**src/rtl/p_hardisc.sv**
```systemverilog
// Shared definitions for the hardisc core: load-info record used by the
// load decoder, AHB-Lite transfer/size codes and the load/store bus
// sequencer state encoding.
package p_hardisc;

    // Load information travelling with a load to the decoder.
    // [4] uns, [3] word, [2] half, [1:0] byte offset
    typedef struct packed {
        logic       uns;
        logic       word;
        logic       half;
        logic [1:0] offset;
    } ld_info;

    localparam logic [1:0] HTRANS_IDLE   = 2'b00;
    localparam logic [1:0] HTRANS_NONSEQ = 2'b10;

    localparam logic [1:0] SIZE_BYTE = 2'b00;
    localparam logic [1:0] SIZE_HALF = 2'b01;
    localparam logic [1:0] SIZE_WORD = 2'b10;

    typedef enum logic [1:0] {
        LSU_IDLE  = 2'b00,
        LSU_DATA  = 2'b01,
        LSU_DRAIN = 2'b10
    } lsu_state_e;

endpackage

```
**src/rtl/lsu_bus_controller.sv**
```systemverilog
// Load/store bus sequencer between the memory-access stage and an AHB-Lite
// data bus. Drives the address phase combinationally from the request,
// tracks the data phase through wait states and error responses, replicates
// store data onto byte lanes and rejects misaligned accesses without a bus
// transfer.
//
// Optional feature: define LSU_TIMEOUT_EN to bound data-phase wait states
// to TIMEOUT_CYCLES; on expiry the access completes with an error and the
// controller drains the stalled transfer before accepting new ones.
//
// Ports:
//   s_clk_i, s_resetn_i            clock, asynchronous active-low reset
//   s_req_i .. s_wdata_i           request from the MA stage
//   s_gnt_o                        request accepted onto the bus this cycle
//   s_haddr_o .. s_hwdata_o        AHB-Lite master outputs
//   s_hready_i, s_hresp_i, s_hrdata_i  AHB-Lite slave responses
//   s_ld_info_o, s_rdata_o         load info and raw read word for the decoder
//   s_done_o, s_err_o, s_misaligned_o  completion pulses
module lsu_bus_controller
    import p_hardisc::*;
#(
    parameter int TIMEOUT_CYCLES = 64
) (
    input  logic        s_clk_i,
    input  logic        s_resetn_i,
    input  logic        s_req_i,
    input  logic        s_we_i,
    input  logic [31:0] s_addr_i,
    input  logic [1:0]  s_size_i,
    input  logic        s_unsigned_i,
    input  logic [31:0] s_wdata_i,
    output logic        s_gnt_o,
    output logic [31:0] s_haddr_o,
    output logic        s_hwrite_o,
    output logic [2:0]  s_hsize_o,
    output logic [1:0]  s_htrans_o,
    output logic [31:0] s_hwdata_o,
    input  logic        s_hready_i,
    input  logic        s_hresp_i,
    input  logic [31:0] s_hrdata_i,
    output ld_info      s_ld_info_o,
    output logic [31:0] s_rdata_o,
    output logic        s_done_o,
    output logic        s_err_o,
    output logic        s_misaligned_o
);

    if (TIMEOUT_CYCLES < 2 || TIMEOUT_CYCLES > 255) begin : g_bad_timeout
        $error("TIMEOUT_CYCLES must lie in 2..255");
    end

    lsu_state_e  state;
    logic        we_q;
    ld_info      info_q;
    logic [31:0] wdata_q;
    logic        mis_pend;

    logic [1:0]  size_eff;
    logic        aligned;
    logic        completing;
    logic        mis_acc;
    logic        timeout_hit;
    logic [31:0] wdata_rep;
    ld_info      info_d;

    // Size 11 is not a legal AHB data-bus size here; handle it as a word.
    assign size_eff = (s_size_i == 2'b11) ? SIZE_WORD : s_size_i;

    always_comb begin
        aligned   = 1'b1;
        wdata_rep = s_wdata_i;
        case (size_eff)
            SIZE_BYTE: wdata_rep = {4{s_wdata_i[7:0]}};
            SIZE_HALF: begin
                aligned   = ~s_addr_i[0];
                wdata_rep = {2{s_wdata_i[15:0]}};
            end
            default:   aligned = (s_addr_i[1:0] == 2'b00);
        endcase
    end

    assign info_d.uns    = s_unsigned_i;
    assign info_d.word   = (size_eff == SIZE_WORD);
    assign info_d.half   = (size_eff == SIZE_HALF);
    assign info_d.offset = s_addr_i[1:0];

    // A data phase finishes (okay or error) whenever hready is high in DATA.
    assign completing = (state == LSU_DATA) && s_hready_i;

    assign s_gnt_o = s_req_i && aligned && s_hready_i && !s_hresp_i
                     && (state != LSU_DRAIN);

    // Misaligned requests never reach the bus; they are taken once no data
    // phase is left outstanding so their error cannot overtake a real access.
    assign mis_acc = s_req_i && !aligned && ((state != LSU_DATA) || completing);

    assign s_htrans_o = s_gnt_o ? HTRANS_NONSEQ : HTRANS_IDLE;
    assign s_haddr_o  = s_gnt_o ? s_addr_i : 32'h0;
    assign s_hwrite_o = s_gnt_o && s_we_i;
    assign s_hsize_o  = s_gnt_o ? {1'b0, size_eff} : 3'b000;

    assign s_hwdata_o  = (state == LSU_DATA) ? wdata_q : 32'h0;
    assign s_ld_info_o = (state == LSU_DATA) ? info_q : '0;
    assign s_rdata_o   = (completing && !we_q) ? s_hrdata_i : 32'h0;

    assign s_done_o       = completing || mis_pend || timeout_hit;
    assign s_err_o        = (completing && s_hresp_i) || mis_pend || timeout_hit;
    assign s_misaligned_o = mis_pend;

`ifdef LSU_TIMEOUT_EN
    localparam logic [7:0] TMO_LIMIT = 8'(TIMEOUT_CYCLES);
    logic [7:0] tmo_cnt;

    // Fires in the wait cycle after TIMEOUT_CYCLES wait cycles have elapsed.
    assign timeout_hit = (state == LSU_DATA) && !s_hready_i && (tmo_cnt == TMO_LIMIT);

    always_ff @(posedge s_clk_i or negedge s_resetn_i) begin
        if (!s_resetn_i) begin
            tmo_cnt <= 8'h00;
        end else if (s_done_o) begin
            tmo_cnt <= 8'h00;
        end else if ((state == LSU_DATA) && !s_hready_i) begin
            tmo_cnt <= tmo_cnt + 8'h01;
        end
    end
`else
    assign timeout_hit = 1'b0;
`endif

    always_ff @(posedge s_clk_i or negedge s_resetn_i) begin
        if (!s_resetn_i) begin
            state    <= LSU_IDLE;
            we_q     <= 1'b0;
            info_q   <= '0;
            wdata_q  <= 32'h0;
            mis_pend <= 1'b0;
        end else begin
            mis_pend <= mis_acc;
            if (s_gnt_o) begin
                we_q    <= s_we_i;
                info_q  <= info_d;
                wdata_q <= s_we_i ? wdata_rep : 32'h0;
            end
            case (state)
                LSU_IDLE: begin
                    if (s_gnt_o) state <= LSU_DATA;
                end
                LSU_DATA: begin
                    if (timeout_hit)     state <= LSU_DRAIN;
                    else if (completing) state <= s_gnt_o ? LSU_DATA : LSU_IDLE;
                end
                LSU_DRAIN: begin
                    // Let the stalled slave finish before reusing the bus.
                    if (s_hready_i) state <= LSU_IDLE;
                end
                default: state <= LSU_IDLE;
            endcase
        end
    end

endmodule

```
**config.mk**
```make
export PLATFORM = sky130hd
export DESIGN_NAME = lsu_bus_controller
export DESIGN_NICKNAME = d
export VERILOG_FILES = /design/src/rtl/p_hardisc.sv /design/src/rtl/lsu_bus_controller.sv
export SDC_FILE = /design/constraint.sdc
export NUM_CORES = 1
export LEC_CHECK = 0
export BUFFER_PORTS_ARGS = -buffer_cell sky130_fd_sc_hd__buf_4
export CAP_MARGIN = 25
export CORE_MARGIN = 3
export CORE_UTILIZATION = 41
export DETAILED_ROUTE_END_ITERATION = 12
export GPL_TIMING_DRIVEN = 0
export PLACE_DENSITY = 0.89
export SYNTH_ARGS = -nofsm -noshare
export SYNTH_HDL_FRONTEND = slang
export SYNTH_SLANG_ARGS = --single-unit
export TNS_END_PERCENT = 100
```
**constraint.sdc**
```tcl
create_clock -name s_clk_i -period 1.4 [get_ports s_clk_i]
set_clock_uncertainty 0.1 [all_clocks]
set_input_delay 0.14 -clock s_clk_i [delete_from_list [all_inputs] [get_ports s_clk_i]]
set_output_delay 0.14 -clock s_clk_i [all_outputs]
set_load 0.01 [all_outputs]
```
==> results.md <==
- Initial core utilization: 43.6%
- Clock Path Buffers: 2
- Layout Nets: ~660
- Ratio of cells with drive above 1 in the final layout: roughly 68%
- Synthesized cell area: roughly 2800 um^2
- Worst setup EP type: primary output
- Fin worst setup slack: -0.235 ns
- Worst slew margin: between 60% and 70%
- Die area: approximately 8000 um^2
- Initial antenna violation count: 0
- Hold Path Class: in2reg
- Cts bufs inserted: 5
- Overall Power: 3.71 mW
- Largest net degree at the start of global routing: 41
- Area leader, netlist: dfrtp_1
- CP max stage cell: dfrtp_1
- Comb pwr share: a little over a third
- GRT Total Usage: between 20 and 30%
- Initial DRC count: approximately 100
- GRT overflow: 0
- Die height: ~90 um
- Max rail drop VDD: about 0.71 mV
- Sw Ratio: 29.2%
- Status: finished, violations left
- Worst-path clk slew: about 0.090 ns
- Buffers on Ports: ~210
- Cells along the critical path: buf_4, buf_8, clkbuf_8, and2_4, buf_6
- Switching power: 1.08 mW
- Final Setup Violations: 119
- Detail Placement HPWL: between 8 and 9 mm
- TritonRoute pass-1 iters: 4
- Max-Cap Viols: 0
- Startpoint types: flop
- Tcrit/Tclk final: 117%
- Hold Vio Cnt, Final: 0
- Internal: about 2.6 mW
- Slowest Stage Delay on Critical Path: roughly 0.40 ns
- Synthesized flop and latch total: 40
- Worst Path Arrival: between 1 and 1.5 ns
- Placed inst area: ~4500 um^2
- Clock power share: between 20% and 30%
- F_max: about 600 MHz
- Sequential power share: a little over two fifths
- RSZ-0062 raised after global routing: yes
- CORE AREA: approximately 6500 um^2
- PwrDens: around 670 nW/um^2
- Seq/Total Area, Yosys: approximately a third
- Commonest cells after routing, fill and taps aside: buf_4, buf_6, and2_4
- Yosys cell types: 26
- CTS sink count: 40
- Via Count: 3288
- Pleak: ~2.9 nW
- DR WL/cell: just over 20 um
- Commonest non-fill, non-tap cell in the layout: buf_4
- Io pins: 216
- Final Max Slew Viols: 0
- Worst-Skew Late Latency: just under 0.3 ns
- Diodes inserted: 0
- First-pass GRT wire length: 16.7 mm
- Slew @ Worst Pin: approximately 0.53 ns
- Fin crit period: roughly 1.6 ns
- CTS root buf: clkbuf_8
- Cell count after synthesis: ~310
- Rows: 29
- CP max FO: 7
- Die Span X: just under 90 um
- Setup CP Type: reg2out
- Syn Area/Cell: a little over 9 um^2
- GP Congestion: 0.902
- Area Overhead vs Synth: 95.3%
- DRC violations left: 0
- Failing checks: negative setup slack
- Syn. warnings: 0
- Vias in the first global route: 3209
- Final wirelength: 12.8 mm
- H-tree levels: 2
- Finished Cell Area: 5560 um^2
- Req. time, crit path: between 1 and 1.5 ns
- Final ANT Viol Nets: 0
- Yosys top cell area share: roughly a third
- Synth area leaders: dfrtp_1, and2_1, mux2i_1, mux2_2, mux2_1
- TritonCTS clock tree: done
- Post-DR vias/cell: 5.17
==> power groups by stage <==
stage               clock [mW]  sequential (mW)  combinational, mW
global placement             0             1.53              0.968
detailed placement           0             1.55              0.997
floorplan                    0             1.51              0.497
CTS                      0.847             1.54               1.17
finish                   0.851             1.56               1.30
global route             0.890             1.59               1.39
==> worst max-delay path: cells and delay by family (launching register included) <==
family,cells,cell delay (ns)
buffers and inverters,4,0.56
DFF,1,0.40
and+or+nand+nor,1,0.14
==> timing repair <==
action                                  in CTS  in global routing
hold buffers                                 2                  0
resized for setup                          150                 69
hold endpoints to repair                    41                  0
endpoints found under the setup margin     121                133
cloned                                       6                  1
pin swaps                                   21                 20
setup buffers                               15                  6
==> cell usage after synthesis <==
| library cell | instances |
|---|---|
| a21oi_1 | 9 |
| a221oi_2 | 1 |
| a31o_2 | 1 |
| and2_1 | 103 |
| and4b_1 | 1 |
| buf_2 | 7 |
| buf_4 | 5 |
| buf_6 | 2 |
| clkbuf_1 | 12 |
| clkbuf_2 | 2 |
| conb_1 | 1 |
| dfrtp_1 | 40 |
| inv_1 | 18 |
| mux2_1 | 10 |
| mux2_2 | 19 |
| mux2i_1 | 24 |
| nand2_1 | 9 |
| nand2b_1 | 11 |
| nand3b_1 | 1 |
| nor2_1 | 9 |
| nor4b_1 | 1 |
| o211ai_1 | 8 |
| o21ai_0 | 8 |
| o21bai_1 | 1 |
| or2_1 | 1 |
| or3b_2 | 8 |
==> layout make-up <==
type	count	area, um^2
fill	352	967
tap	77	96.3
sequential	40	1000
timing repair buffer	241	2170
multi-input combinational	227	1890
clock buffer	7	96.3
buffer	26	249
inverter	18	67.6
==> path summary, 6_finish.rpt <==
kind | from | to | slack, ns | depth (start not counted)
max | state[0] | s_hwdata_o[20] | -0.23 | 5
min | s_req_i | s_misaligned_o | 0.03 | 2
max reg2reg | state[0] | s_misaligned_o | 0.21 | 4
min reg2reg | wdata_q[8] | wdata_q[8] | 0.41 | 1
max in group asynchronous | s_resetn_i | we_q | 0.58 | 2
min in group asynchronous | s_resetn_i | wdata_q[24] | 0.26 | 2
==> metrics by stage <==
step	util (%)	cells	hold WS, ns	setup slack (ns)	TNS [ns]
2_1_floorplan	-	313	-0.256	-0.0730	-0.909
3_3_place_gp	69.5	601	0.0481	-0.332	-27.80
3_5_place_dp	69.5	601	0.0549	-0.374	-30.33
4_1_cts	81.4	631	0.0332	-0.217	-17.66
5_1_grt	85.2	636	0.0392	-0.272	-25.50
6_report	85.2	636	0.0311	-0.235	-21.22
==> cell families (layout without fill, tap and decap cells) <==
group / count (synthesis) / in the layout / share of synthesized area [%]
AO/OA/AOI/OAI: 28 / 28 / 6.19
buffers and inverters: 46 / 292 / 7.64
flip-flops: 40 / 40 / 35.1
multiplexers: 53 / 53 / 19.9
other: 1 / 2 / 0.132
AND/OR/NAND/NOR: 144 / 144 / 31.0
==> layer usage <==
| metal | global-route usage (%) | part of all wire [%] |
|---|---|---|
| met2 | 50.3 | 54 |
| met5 | 0 | 0 |
| met4 | 7.31 | 2.3 |
| met3 | 7.56 | 7.7 |
| met1 | 32.6 | 36 |
==> flip-flops by register name (all words and copies together), names as in the netlist <==
name	cells
info_q	5
s_misaligned_o	1
state	1
wdata_q	32
we_q	1
Note: power is estimated with default switching activity, not from simulation.
